$ cat config.mk
export PLATFORM = sky130hd
export DESIGN_NAME = midi_rx_ctrl
export DESIGN_NICKNAME = d
export VERILOG_FILES = /design/src/rtl/midi_pkg.sv /design/src/rtl/sync_2ff.sv /design/src/rtl/midi_rx_ctrl.sv
export SDC_FILE = /design/constraint.sdc
export NUM_CORES = 1
export LEC_CHECK = 0
export ABC_CLOCK_PERIOD_IN_PS = 2500
export CORE_ASPECT_RATIO = 0.9
export CORE_MARGIN = 5
export CORE_UTILIZATION = 59
export CTS_CLUSTER_DIAMETER = 120
export DETAILED_ROUTE_END_ITERATION = 7
export GPL_ROUTABILITY_DRIVEN = 1
export PLACE_DENSITY = 0.81
export SLEW_MARGIN = 25
export SYNTH_ARGS = -nofsm -noshare
export SYNTH_HDL_FRONTEND = slang
export SYNTH_SLANG_ARGS = --single-unit
$ cat constraint.sdc
create_clock -name clk -period 2.5 [get_ports clk]
set_input_delay 0.5 -clock clk [delete_from_list [all_inputs] [get_ports clk]]
set_output_delay 0.5 -clock clk [all_outputs]
set_load 0.01 [all_outputs]
$ cat src/rtl/midi_pkg.sv
// Shared MIDI receive definitions: receiver state encoding and protocol constants.
package midi_pkg;

   typedef enum logic [2:0] {
      IDLE      = 3'd0,
      START     = 3'd1,
      DATA      = 3'd2,
      STOP      = 3'd3,
      WAIT_HIGH = 3'd4
   } rx_state_t;

   localparam int MIDI_BAUD          = 31250;
   localparam int MIDI_BITS_PER_BYTE = 8;

endpackage

$ cat src/rtl/sync_2ff.sv
// Two-flop synchronizer for a single asynchronous input; both flops reset to RESET_VAL.
module sync_2ff #(
   parameter logic RESET_VAL = 1'b0
) (
   input  logic clk,
   input  logic n_reset,
   input  logic d,
   output logic q
);

   logic meta;

   always_ff @(posedge clk or negedge n_reset) begin
      if (!n_reset) begin
         meta <= RESET_VAL;
         q    <= RESET_VAL;
      end else begin
         meta <= d;
         q    <= meta;
      end
   end

endmodule

$ cat src/rtl/midi_rx_ctrl.sv
// MIDI 8N1 receive controller: finds start bits, samples mid-bit and strobes each data
// bit into an external shift register, then flags byte completion or a bad stop bit.
module midi_rx_ctrl
   import midi_pkg::*;
#(
   parameter int CLK_FREQ_HZ = 50_000_000,
   parameter int BAUD        = MIDI_BAUD
) (
   input  logic      clk,
   input  logic      n_reset,
   input  logic      serial_in,
   output logic      shift_en,
   output logic      data_bit,
   output logic      byte_ready,
   output logic      framing_error,
   output logic      busy,
   output rx_state_t state_dbg
);

   localparam int CYCLES_PER_BIT = CLK_FREQ_HZ / BAUD;
   localparam int HALF_BIT       = CYCLES_PER_BIT / 2;
   localparam int TW             = $clog2(CYCLES_PER_BIT);

   localparam logic [TW-1:0] BIT_LAST  = TW'(CYCLES_PER_BIT - 1);
   localparam logic [TW-1:0] HALF_LAST = TW'(HALF_BIT - 1);
   localparam logic [2:0]    LAST_BIT  = 3'(MIDI_BITS_PER_BYTE - 1);

   if (CYCLES_PER_BIT < 4) begin : g_cpb_check
      $error("midi_rx_ctrl: CYCLES_PER_BIT must be at least 4");
   end

   rx_state_t       state, state_nxt;
   logic            rx_s, rx_d;
   logic [TW-1:0]   timer;
   logic [2:0]      bit_cnt;

   logic            timer_clr, bit_clr, bit_inc;
   logic            shift_nxt, data_nxt, ready_nxt, ferr_nxt;

   sync_2ff #(.RESET_VAL(1'b1)) u_sync (
      .clk     (clk),
      .n_reset (n_reset),
      .d       (serial_in),
      .q       (rx_s)
   );

   assign state_dbg = state;

   // State register plus the datapath that follows it (timer, bit counter, outputs).
   always_ff @(posedge clk or negedge n_reset) begin
      if (!n_reset) begin
         state         <= IDLE;
         rx_d          <= 1'b1;
         timer         <= '0;
         bit_cnt       <= '0;
         shift_en      <= 1'b0;
         data_bit      <= 1'b1;
         byte_ready    <= 1'b0;
         framing_error <= 1'b0;
         busy          <= 1'b0;
      end else begin
         state         <= state_nxt;
         rx_d          <= rx_s;
         timer         <= timer_clr ? '0 : timer + TW'(1);
         if (bit_clr) begin
            bit_cnt <= '0;
         end else if (bit_inc) begin
            bit_cnt <= bit_cnt + 3'd1;
         end
         shift_en      <= shift_nxt;
         data_bit      <= data_nxt;
         byte_ready    <= ready_nxt;
         framing_error <= ferr_nxt;
         busy          <= (state_nxt != IDLE);
      end
   end

   always_comb begin
      state_nxt = state;
      case (state)
         IDLE:      if (rx_d && !rx_s) state_nxt = START;
         START:     if (timer == HALF_LAST) state_nxt = rx_s ? IDLE : DATA;
         DATA:      if (timer == BIT_LAST && bit_cnt == LAST_BIT) state_nxt = STOP;
         STOP:      if (timer == BIT_LAST) state_nxt = rx_s ? IDLE : WAIT_HIGH;
         WAIT_HIGH: if (rx_s) state_nxt = IDLE;
         default:   state_nxt = IDLE;
      endcase
   end

   // The timer is held at zero outside the timed states so it can never wrap.
   always_comb begin
      timer_clr = 1'b0;
      bit_clr   = 1'b0;
      bit_inc   = 1'b0;
      shift_nxt = 1'b0;
      data_nxt  = data_bit;
      ready_nxt = 1'b0;
      ferr_nxt  = 1'b0;
      case (state)
         IDLE:      timer_clr = 1'b1;
         START: begin
            if (timer == HALF_LAST) begin
               timer_clr = 1'b1;
               bit_clr   = 1'b1;
            end
         end
         DATA: begin
            if (timer == BIT_LAST) begin
               timer_clr = 1'b1;
               bit_inc   = 1'b1;
               shift_nxt = 1'b1;
               data_nxt  = rx_s;
            end
         end
         STOP: begin
            if (timer == BIT_LAST) begin
               timer_clr = 1'b1;
               ready_nxt = rx_s;
               ferr_nxt  = !rx_s;
            end
         end
         WAIT_HIGH: timer_clr = 1'b1;
         default:   timer_clr = 1'b1;
      endcase
   end

endmodule
==> flow_metrics.tcl, run 1 <==
set metrics [dict create \
    run_status "finished, final reports clean" \
    rows 15 \
    switching_share_pct 29.61 \
    fp.dieW_um 58.03 \
    dieArea_um2 3089 \
    synth_edf_count 0 \
    cpPeakStageDelay_ns 0.68 \
    cp.depth 1 \
    gp_congestion 0.8432 \
    async_flop_share_pct 100.0 \
    drcViolationCount 0 \
    fin_crit_sh_pct 85.22 \
    ys_types 35 \
    wl_per_cell_um 15.27 \
    grt_pass1_vias 866 \
    p_clk_share_pct 21.6 \
    regArea_um2 630.6 \
    drt_wl_total_um 2230 \
    setup-tns-final_ns 0 \
    vias_per_cell 5.959 \
    vias 870 \
    grt_use_total_pct 17.95 \
    crit_path_cell_trace "clkdlybuf4s50_1" \
    grt_pass1_wl_um 4036 \
    worstReg2RegEnd "busy" \
    cts.root.buffer_cell "clkbuf_4" \
    critPathTopFamily "flip-flops" \
    synth_nets 117 \
    yosys.area.top_type "dfrtp_1" \
    grt_overflow 0 \
    grt_start_max_net_pins 26 \
    fin_skew_ns 0.003287 \
    drtIter0Drc 13 \
    antennaDiodeCount 0 \
    syn_inst 111 \
    syn_to_final_growth_pct 11.34 \
    final-hold-violation-count 0 \
    setup_viol 0 \
    max_freq_mhz 469.4 \
    hold_buffers 0 \
    boundaryPins 11 \
    synthTopCellsByCount "dfrtp_1, nor2_1, nand3_1" \
    drtAntennaViolNets 0 \
    path_class "reg -> out" \
    synth-seq-cells 25 \
    dp_slack_ns 0.6712 \
    nets 128 \
    io_buffer_count 10 \
    power_leakage_uw 0.0005977 \
    syn_area_um2 1225 \
    start_util_pct 62.76 \
    cp-start-kind "flip-flop" \
    crit_fanout 18 \
    place_hpwl_um 1570 \
    reg2reg_from "timer[0]" \
    layout_setup_ws_ns 0.3695 \
    reg2reg_depth 5 \
    slew_violations 0 \
    rsz0062_at_grt "no" \
    die_h_um 53.23 \
    antenna_found_initial 0 \
    synthTopCellsByArea "dfrtp_1, dfstp_2, nor2_1" \
    ys.flop_type "dfrtp_1" \
    multi_input_area_um2 560.5 \
    numClockSinks 25 \
    synth_most_common_cell "dfrtp_1" \
    h-tree-depth 1 \
    clk_path_buf_depth 2 \
    clk_pin_slew_ns 0.13 \
    slowest_stage "dfrtp_1" \
    end_kind "output port" \
    seq_power_share_pct 63.2 \
    final_layout_size_suffix_gt1_share_pct 10.74 \
    crit_buf_inv 1 \
    p_sw_uw 244.1 \
    first_pass_iters 4 \
    r2r_slack_ns 0.64 \
    synth_warnings 0 \
    cts_buffers 3 \
    synth_top_area_share_pct 42.90 \
    period_needed_ns 2.131 \
    clock_latency_ns 0.32 \
    peakVddDrop_mv 0.4722 \
    powerDensity_nw_per_um2 604.4 \
    seq_area_frac_synth_pct 51.48 \
    cts_resized 0 \
    core_area_um2 1952 \
    synth.avg_cell_area_um2 11.04 \
    cap_violations 0 \
    worstMarginPinSlew_ns 0.5012 \
    cp-startpoint "state_dbg[0]" \
    cts_setup_buffers 0 \
    hold_class "reg -> reg" \
    crit_end "state_dbg[0]" \
    fillers 155 \
    slew-limit-headroom_pct 66.58 \
    cts_tree "yes" \
    p_int_uw 580.2 \
    cp.arrival_ns 1.63 \
    p_comb_share_pct 15.3 \
    cp.required_ns 2.00 \
]
==> power by group through the flow <==
stage                     logic [µW]  registers, µW  clock network (µW)
after floorplan                 90.0            507                   0
after global placement           121            521                   0
after detailed placement         128            526                   0
after CTS                        128            518                 187
after global routing             147            532                 210
final                            126            521                 178
==> area by class of cell <==
type | count | area share, %
Tap cell | 25 | 2.294
Clock buffer | 4 | 1.927
Multi-Input combinational cell | 80 | 41.10
Timing Repair Buffer | 12 | 8.440
Sequential cell | 25 | 46.24
==> stage by stage <==
step                      cells  area, µm²  utilization [%]  power (µW)  hold slack (ns)
after floorplan             111       1225                -       597.1           0.2044
after global placement      142       1338            68.53       642.0           0.3480
after detailed placement    142       1338            68.53       653.8           0.3512
after CTS                   146       1364            69.87       832.8           0.3699
after global routing        146       1364            69.87       888.9           0.3757
final                       146       1364            69.87       824.3           0.3695
==> worst reg2reg max path, stage by stage, from the launching register on <==
cell and delay [ns]:
dfrtp_1 0.42, ha_1 0.24, and4_1 0.39, nand4_4 0.20, or3b_1 0.43, nand4bb_1 0.11
==> state kept, by name (all words and copies together) (netlist names) <==
signal         count
u_sync.q           1
u_sync.meta        1
state_dbg          3
framing_error      1
byte_ready         1
shift_en           1
data_bit           1
timer             11
busy               1
bit_cnt            3
rx_d               1
==> kinds of logic (layout without fill, tap and decap cells) <==
| group | count (synthesis) | after routing | share of synthesized area, % |
|---|---|---|---|
| xor gates and xnor gates | 10 | 10 | 7.150 |
| and+or+nand+nor | 57 | 57 | 29.52 |
| buffers and inverters | 6 | 16 | 2.757 |
| adders and majority gates | 3 | 3 | 3.065 |
| DFF | 25 | 25 | 51.48 |
| AOI/OAI and AO/OA | 7 | 7 | 3.474 |
| muxes | 3 | 3 | 2.554 |
==> worst min-delay path by stage <==
stage,from,cells after the start,endpoint,slack [ns]
floorplan,n_reset,0,bit_cnt[0],0.20
global placement,u_sync.meta,0,u_sync.q,0.35
detailed placement,u_sync.meta,0,u_sync.q,0.35
CTS,u_sync.meta,0,u_sync.q,0.37
global route,u_sync.meta,0,u_sync.q,0.38
finish,u_sync.meta,0,u_sync.q,0.37
==> layer usage <==
metal	GRT usage, %	wire length, µm
met5	0	0
met4	6.950	28
met3	5.854	171
met2	26.69	1005
met1	24.22	1025
==> placed cells by master (no fill, tap or decap), types with 3 or more instances in the layout <==
cell	instances
nor2_1	16
ha_1	3
o21ai_0	4
dfstp_2	4
nand3_1	10
nand2_1	4
xor2_1	5
clkdlybuf4s50_1	10
clkbuf_4	3
nand4_1	5
dfrtp_1	21
xnor2_1	5
Note: power is estimated with default switching activity, not from simulation.
==> inputs of run 2 (changes only) <==
- PLACE_DENSITY: 0.81 -> default
- PLACE_DENSITY_LB_ADDON: default -> 0.1
==> run 2 against run 1 <==
Compared with the run above: total power fell by 0.88%; register-to-register slack gained 0.02 ns; die area unchanged; sequential share of layout area did not move; sequential power is essentially flat; via count decreased by 1.7%; clock power fell by 3%; highest routed layer unchanged.
==> flow_metrics.tcl, run 2 (synthesized netlist as in run 1, its figures left out) <==
set metrics [dict create \
    run_status "finished, final reports clean" \
    antennaDiodeCount 0 \
    fin_util_pct 69.87 \
    cp-start-kind "flip-flop" \
    h-tree-depth 1 \
    cpPeakStageDelay_ns 0.66 \
    setup_viol 0 \
    end_kind "output port" \
    wl_per_cell_um 14.14 \
    final_layout_size_suffix_gt1_share_pct 10.74 \
    cts_buffers 3 \
    drcViolationCount 0 \
    placed_area_um2 1338 \
    slowest_stage "dfrtp_1" \
    crit_path_cell_trace "clkdlybuf4s50_1" \
    place_hpwl_um 1447 \
    cp.required_ns 2.00 \
    cp.arrival_ns 1.60 \
    worstMarginPinSlew_ns 0.4787 \
    first_pass_iters 4 \
    grt_pass1_wl_um 3581 \
    final-hold-violation-count 0 \
    slew_violations 0 \
    slew-limit-headroom_pct 68.09 \
    crit_fanout 18 \
    cap_violations 0 \
    dp_slack_ns 0.6914 \
    grt_use_total_pct 15.36 \
    drt_wl_total_um 2064 \
    cts_setup_buffers 0 \
    clk_path_buf_depth 2 \
    cts_resized 0 \
    clk_pin_slew_ns 0.12 \
    grt_overflow 0 \
    io_buffer_count 10 \
    vias_per_cell 5.856 \
    period_needed_ns 2.099 \
    boundaryPins 11 \
    final_cell_mix "dfrtp_1, nor2_1, nand3_1, clkdlybuf4s50_1" \
    nets 128 \
    path_class "reg -> out" \
    design_power_total_uw 817.1 \
    rsz0062_at_grt "no" \
    fin_skew_ns 0.004506 \
    fillers 147 \
    fp.dieW_um 58.03 \
    power_leakage_uw 0.0005977 \
    die_h_um 53.23 \
    final_common_cell "dfrtp_1" \
    crit_buf_inv 1 \
    design_area_um2 1364 \
    numClockSinks 25 \
    largest_reg_flops 11 \
    hold_class "reg -> reg" \
    max_freq_mhz 476.5 \
    dieArea_um2 3089 \
    fin_crit_sh_pct 83.94 \
    setup-tns-final_ns 0 \
    grt_pass1_vias 778 \
    hold_buffers 0 \
    gp_congestion 0.8268 \
    regMostFlops "timer" \
    clock_latency_ns 0.31 \
    cts.root.buffer_cell "clkbuf_4" \
    antenna_found_initial 0 \
    regArea_um2 630.6 \
    drtAntennaViolNets 0 \
    core_area_um2 1952 \
    grt_start_max_net_pins 26 \
    start_util_pct 62.76 \
    peakVddDrop_mv 0.5412 \
    multi_input_area_um2 560.5 \
    powerDensity_nw_per_um2 599.1 \
    drtIter0Drc 19 \
    critPathTopFamily "flip-flops" \
    vias 855 \
    syn_to_final_growth_pct 11.34 \
    rows 15 \
    cts_tree "yes" \
    layout_setup_ws_ns 0.4015 \
]
==> run 2: cell counts in the layout (fill, tap and decap cells not counted) <==
No cell type changed its count.
==> run 2: path summary, 6_finish.rpt <==
| path | startpoint | endpoint | slack [ns] | depth (start not counted) |
|---|---|---|---|---|
| setup / recovery | state_dbg[0] | state_dbg[0] | 0.40 | 1 |
| min in group asynchronous | n_reset | timer[7] | 0.53 | 2 |
| setup reg to reg | timer[0] | busy | 0.66 | 5 |
| hold reg to reg | u_sync.meta | u_sync.q | 0.37 | 0 |
| hold / removal | u_sync.meta | u_sync.q | 0.37 | 0 |
| max in group asynchronous | n_reset | data_bit | 1.68 | 2 |
==> run 2: worst reg2reg max path, delay by kind of cell (launching register included) <==
| kind | cells | cell delay [ns] |
|---|---|---|
| adders and majority gates | 1 | 0.23 |
| DFF | 1 | 0.42 |
| and+or+nand+nor | 4 | 1.12 |
==> run 2: stage by stage <==
step,cells,hold WS (ns)
after floorplan,111,0.2044
after global placement,142,0.3464
after detailed placement,142,0.3479
after CTS,146,0.3694
after global routing,146,0.3838
final,146,0.3694
==> run 2: where the power goes <==
group | internal [µW] | switching, µW | leakage (µW)
clock | 62.4 | 109 | 0.0000150
sequential | 451 | 66.7 | 0.000321
combinational | 64.9 | 62.1 | 0.000262
total | 579 | 238 | 0.000598
==> run 2: final cells by class <==
| class | count | area share [%] |
|---|---|---|
| timing repair buffer | 12 | 8.440 |
| sequential | 25 | 46.24 |
| tap | 25 | 2.294 |
| clock buffer | 4 | 1.927 |
| multi-input combinational | 80 | 41.10 |
==> run 2: routing by layer <==
layer | track usage [%] | up-vias | wire (µm)
li1 | - | 415 | -
met1 | 20.31 | 408 | 1006
met2 | 25.38 | 30 | 898
met3 | 2.439 | 2 | 132
met4 | 5.792 | 0 | 26
met5 | 0 | - | 0
==> inputs of run 3 (changes only) <==
- ABC_CLOCK_PERIOD_IN_PS: 2500 -> 1950
- CORE_UTILIZATION: 59 -> 55
- clock period: 2.5 -> 1.95 ns (I/O delays scaled with it)
==> run 3 against run 2 <==
Compared with the run above: clock skew is 0.0050 ns higher; combinational power up 37%; wire length up 3.8%; flip-flop and latch count unchanged; critical path depth stayed put; design area is 1.7% higher; total power increased by 30%; clock power up 35%; register-to-register slack got worse by 0.42 ns; critical endpoint unchanged; highest routed layer unchanged.
==> flow_metrics.tcl, run 3 (synthesized netlist as in run 1, its figures left out) <==
set metrics [dict create \
    min_from "u_sync.meta" \
    worstReg2RegEnd "busy" \
    reg2reg_depth 5 \
    placed_area_um2 1355 \
    rsz0062_at_grt "no" \
    cts_buffers 3 \
    slew-limit-headroom_pct 78.72 \
    fin_skew_ns 0.009520 \
    start_util_pct 56.66 \
    p_comb_share_pct 16.3 \
    antennaDiodeCount 0 \
    place_hpwl_um 1548 \
    cts.root.buffer_cell "clkbuf_4" \
    cts_setup_buffers 0 \
    final-hold-violation-count 0 \
    worstMarginPinSlew_ns 0.3193 \
    cts_tree "yes" \
    setup-tns-final_ns 0 \
    dieArea_um2 3272 \
    vias 851 \
    regMostFlops "timer" \
    holdPathEnd "u_sync.q" \
    reg2reg_from "timer[0]" \
    end_kind "output port" \
    layout_setup_ws_ns 0.1060 \
    clock_latency_ns 0.31 \
    cpPeakStageDelay_ns 0.60 \
    dp_slack_ns 0.09356 \
    core_area_um2 2162 \
    largest_reg_flops 11 \
    powerDensity_nw_per_um2 768.0 \
    fin_crit_sh_pct 94.57 \
    fin_util_pct 64.18 \
    hold_class "reg -> reg" \
    boundaryPins 11 \
    max_freq_mhz 542.3 \
    drtIter0Drc 10 \
    first_pass_iters 5 \
    crit_path_cell_trace "clkdlybuf4s50_1" \
    slowest_stage "clkdlybuf4s50_1" \
    h-tree-depth 1 \
    path_class "reg -> out" \
    switching_share_pct 29.99 \
    io_buffer_count 10 \
    grt_pass1_vias 795 \
    grt_use_total_pct 15.27 \
    design_area_um2 1388 \
    crit_buf_inv 1 \
    peakVddDrop_mv 0.5853 \
    nets 130 \
    seq_power_share_pct 61.8 \
    grt_pass1_wl_um 3657 \
    gp_congestion 0.8121 \
    drt_wl_total_um 2143 \
    antenna_found_initial 0 \
    drtAntennaViolNets 0 \
    cp.arrival_ns 1.45 \
    r2r_slack_ns 0.24 \
    fp.dieW_um 59.75 \
    numClockSinks 25 \
    setup_viol 0 \
    cap_violations 0 \
    drcViolationCount 0 \
    run_status "finished, final reports clean" \
    final_common_cell "dfrtp_1" \
    period_needed_ns 1.844 \
    wl_per_cell_um 14.29 \
    die_h_um 54.77 \
    final_layout_size_suffix_gt1_share_pct 13.82 \
    critPathTopFamily "buffers and inverters" \
    p_sw_uw 319.6 \
    power_leakage_uw 0.0006072 \
    p_clk_share_pct 21.9 \
    grt_overflow 0 \
    hold_depth 0 \
    grt_start_max_net_pins 26 \
    cp-start-kind "flip-flop" \
    crit_fanout 10 \
    rows 16 \
    clk_pin_slew_ns 0.14 \
    cp.required_ns 1.56 \
    clk_path_buf_depth 2 \
    fin_cells 150 \
    p_int_uw 746.1 \
    slew_violations 0 \
    vias_per_cell 5.673 \
    placedCellCount 146 \
    final_cell_mix "dfrtp_1, nor2_1, nand3_1, clkdlybuf4s50_1" \
    syn_to_final_growth_pct 13.28 \
]
==> run 3: changes by cell type in the layout (fill, tap and decap cells not counted), sizes merged <==
cell      delta
clkinvlp     +1
clkbuf       -1
buf          +2
==> run 3: power groups by stage <==
stage	Sequential [µW]	Clock (µW)	Combinational (µW)
detailed placement	666	0	179
global placement	661	0	171
floorplan	650	0	115
global route	672	262	205
CTS	656	245	178
finish	659	233	174
==> run 3: layout make-up <==
type                    count  area (µm²)
multi-input cells          80       563.0
well taps                  27       33.78
clock buffers               3       22.52
fillers                   182       774.5
flip-flops and latches     25       630.6
repair buffers             14       130.1
clock inverters             1       7.507
==> run 3: worst max-delay path by stage <==
stage / end / cells after the start / slack [ns] / startpoint
2_1_floorplan: busy / 6 / 0.33 / timer[0]
3_3_place_gp: busy / 5 / 0.17 / timer[0]
3_5_place_dp: busy / 5 / 0.09 / timer[0]
4_1_cts: busy / 5 / 0.08 / timer[0]
5_1_grt: state_dbg[0] / 1 / 0.04 / state_dbg[0]
6_report: state_dbg[0] / 1 / 0.11 / state_dbg[0]
==> run 3: worst reg2reg max path, delay by kind of cell (launching register included) <==
| family | cells | cell delay, ns |
|---|---|---|
| fa+ha+maj | 1 | 0.25 |
| flops | 1 | 0.42 |
| simple gates | 4 | 0.99 |
==> run 3: through the flow <==
step	power [µW]	hold WS (ns)
final	1066	0.3694
after floorplan	765.5	0.09441
after global placement	832.1	0.3480
after CTS	1079	0.3713
after global routing	1139	0.3744
after detailed placement	845.0	0.3514
==> run 3: timing repair <==
action / CTS / global route
setup endpoints to repair: 0 / 14
gates resized for setup: 0 / 2
hold buffers: 0 / 0
==> run 3: routing by layer <==
metal / global-route usage, % / vias to the layer above / wire length, µm
li1: - / 422 / -
met1: 21.27 / 409 / 1046
met2: 23.74 / 18 / 976
met3: 2.830 / 2 / 99
met4: 5.535 / 0 / 20
met5: 0 / - / 0
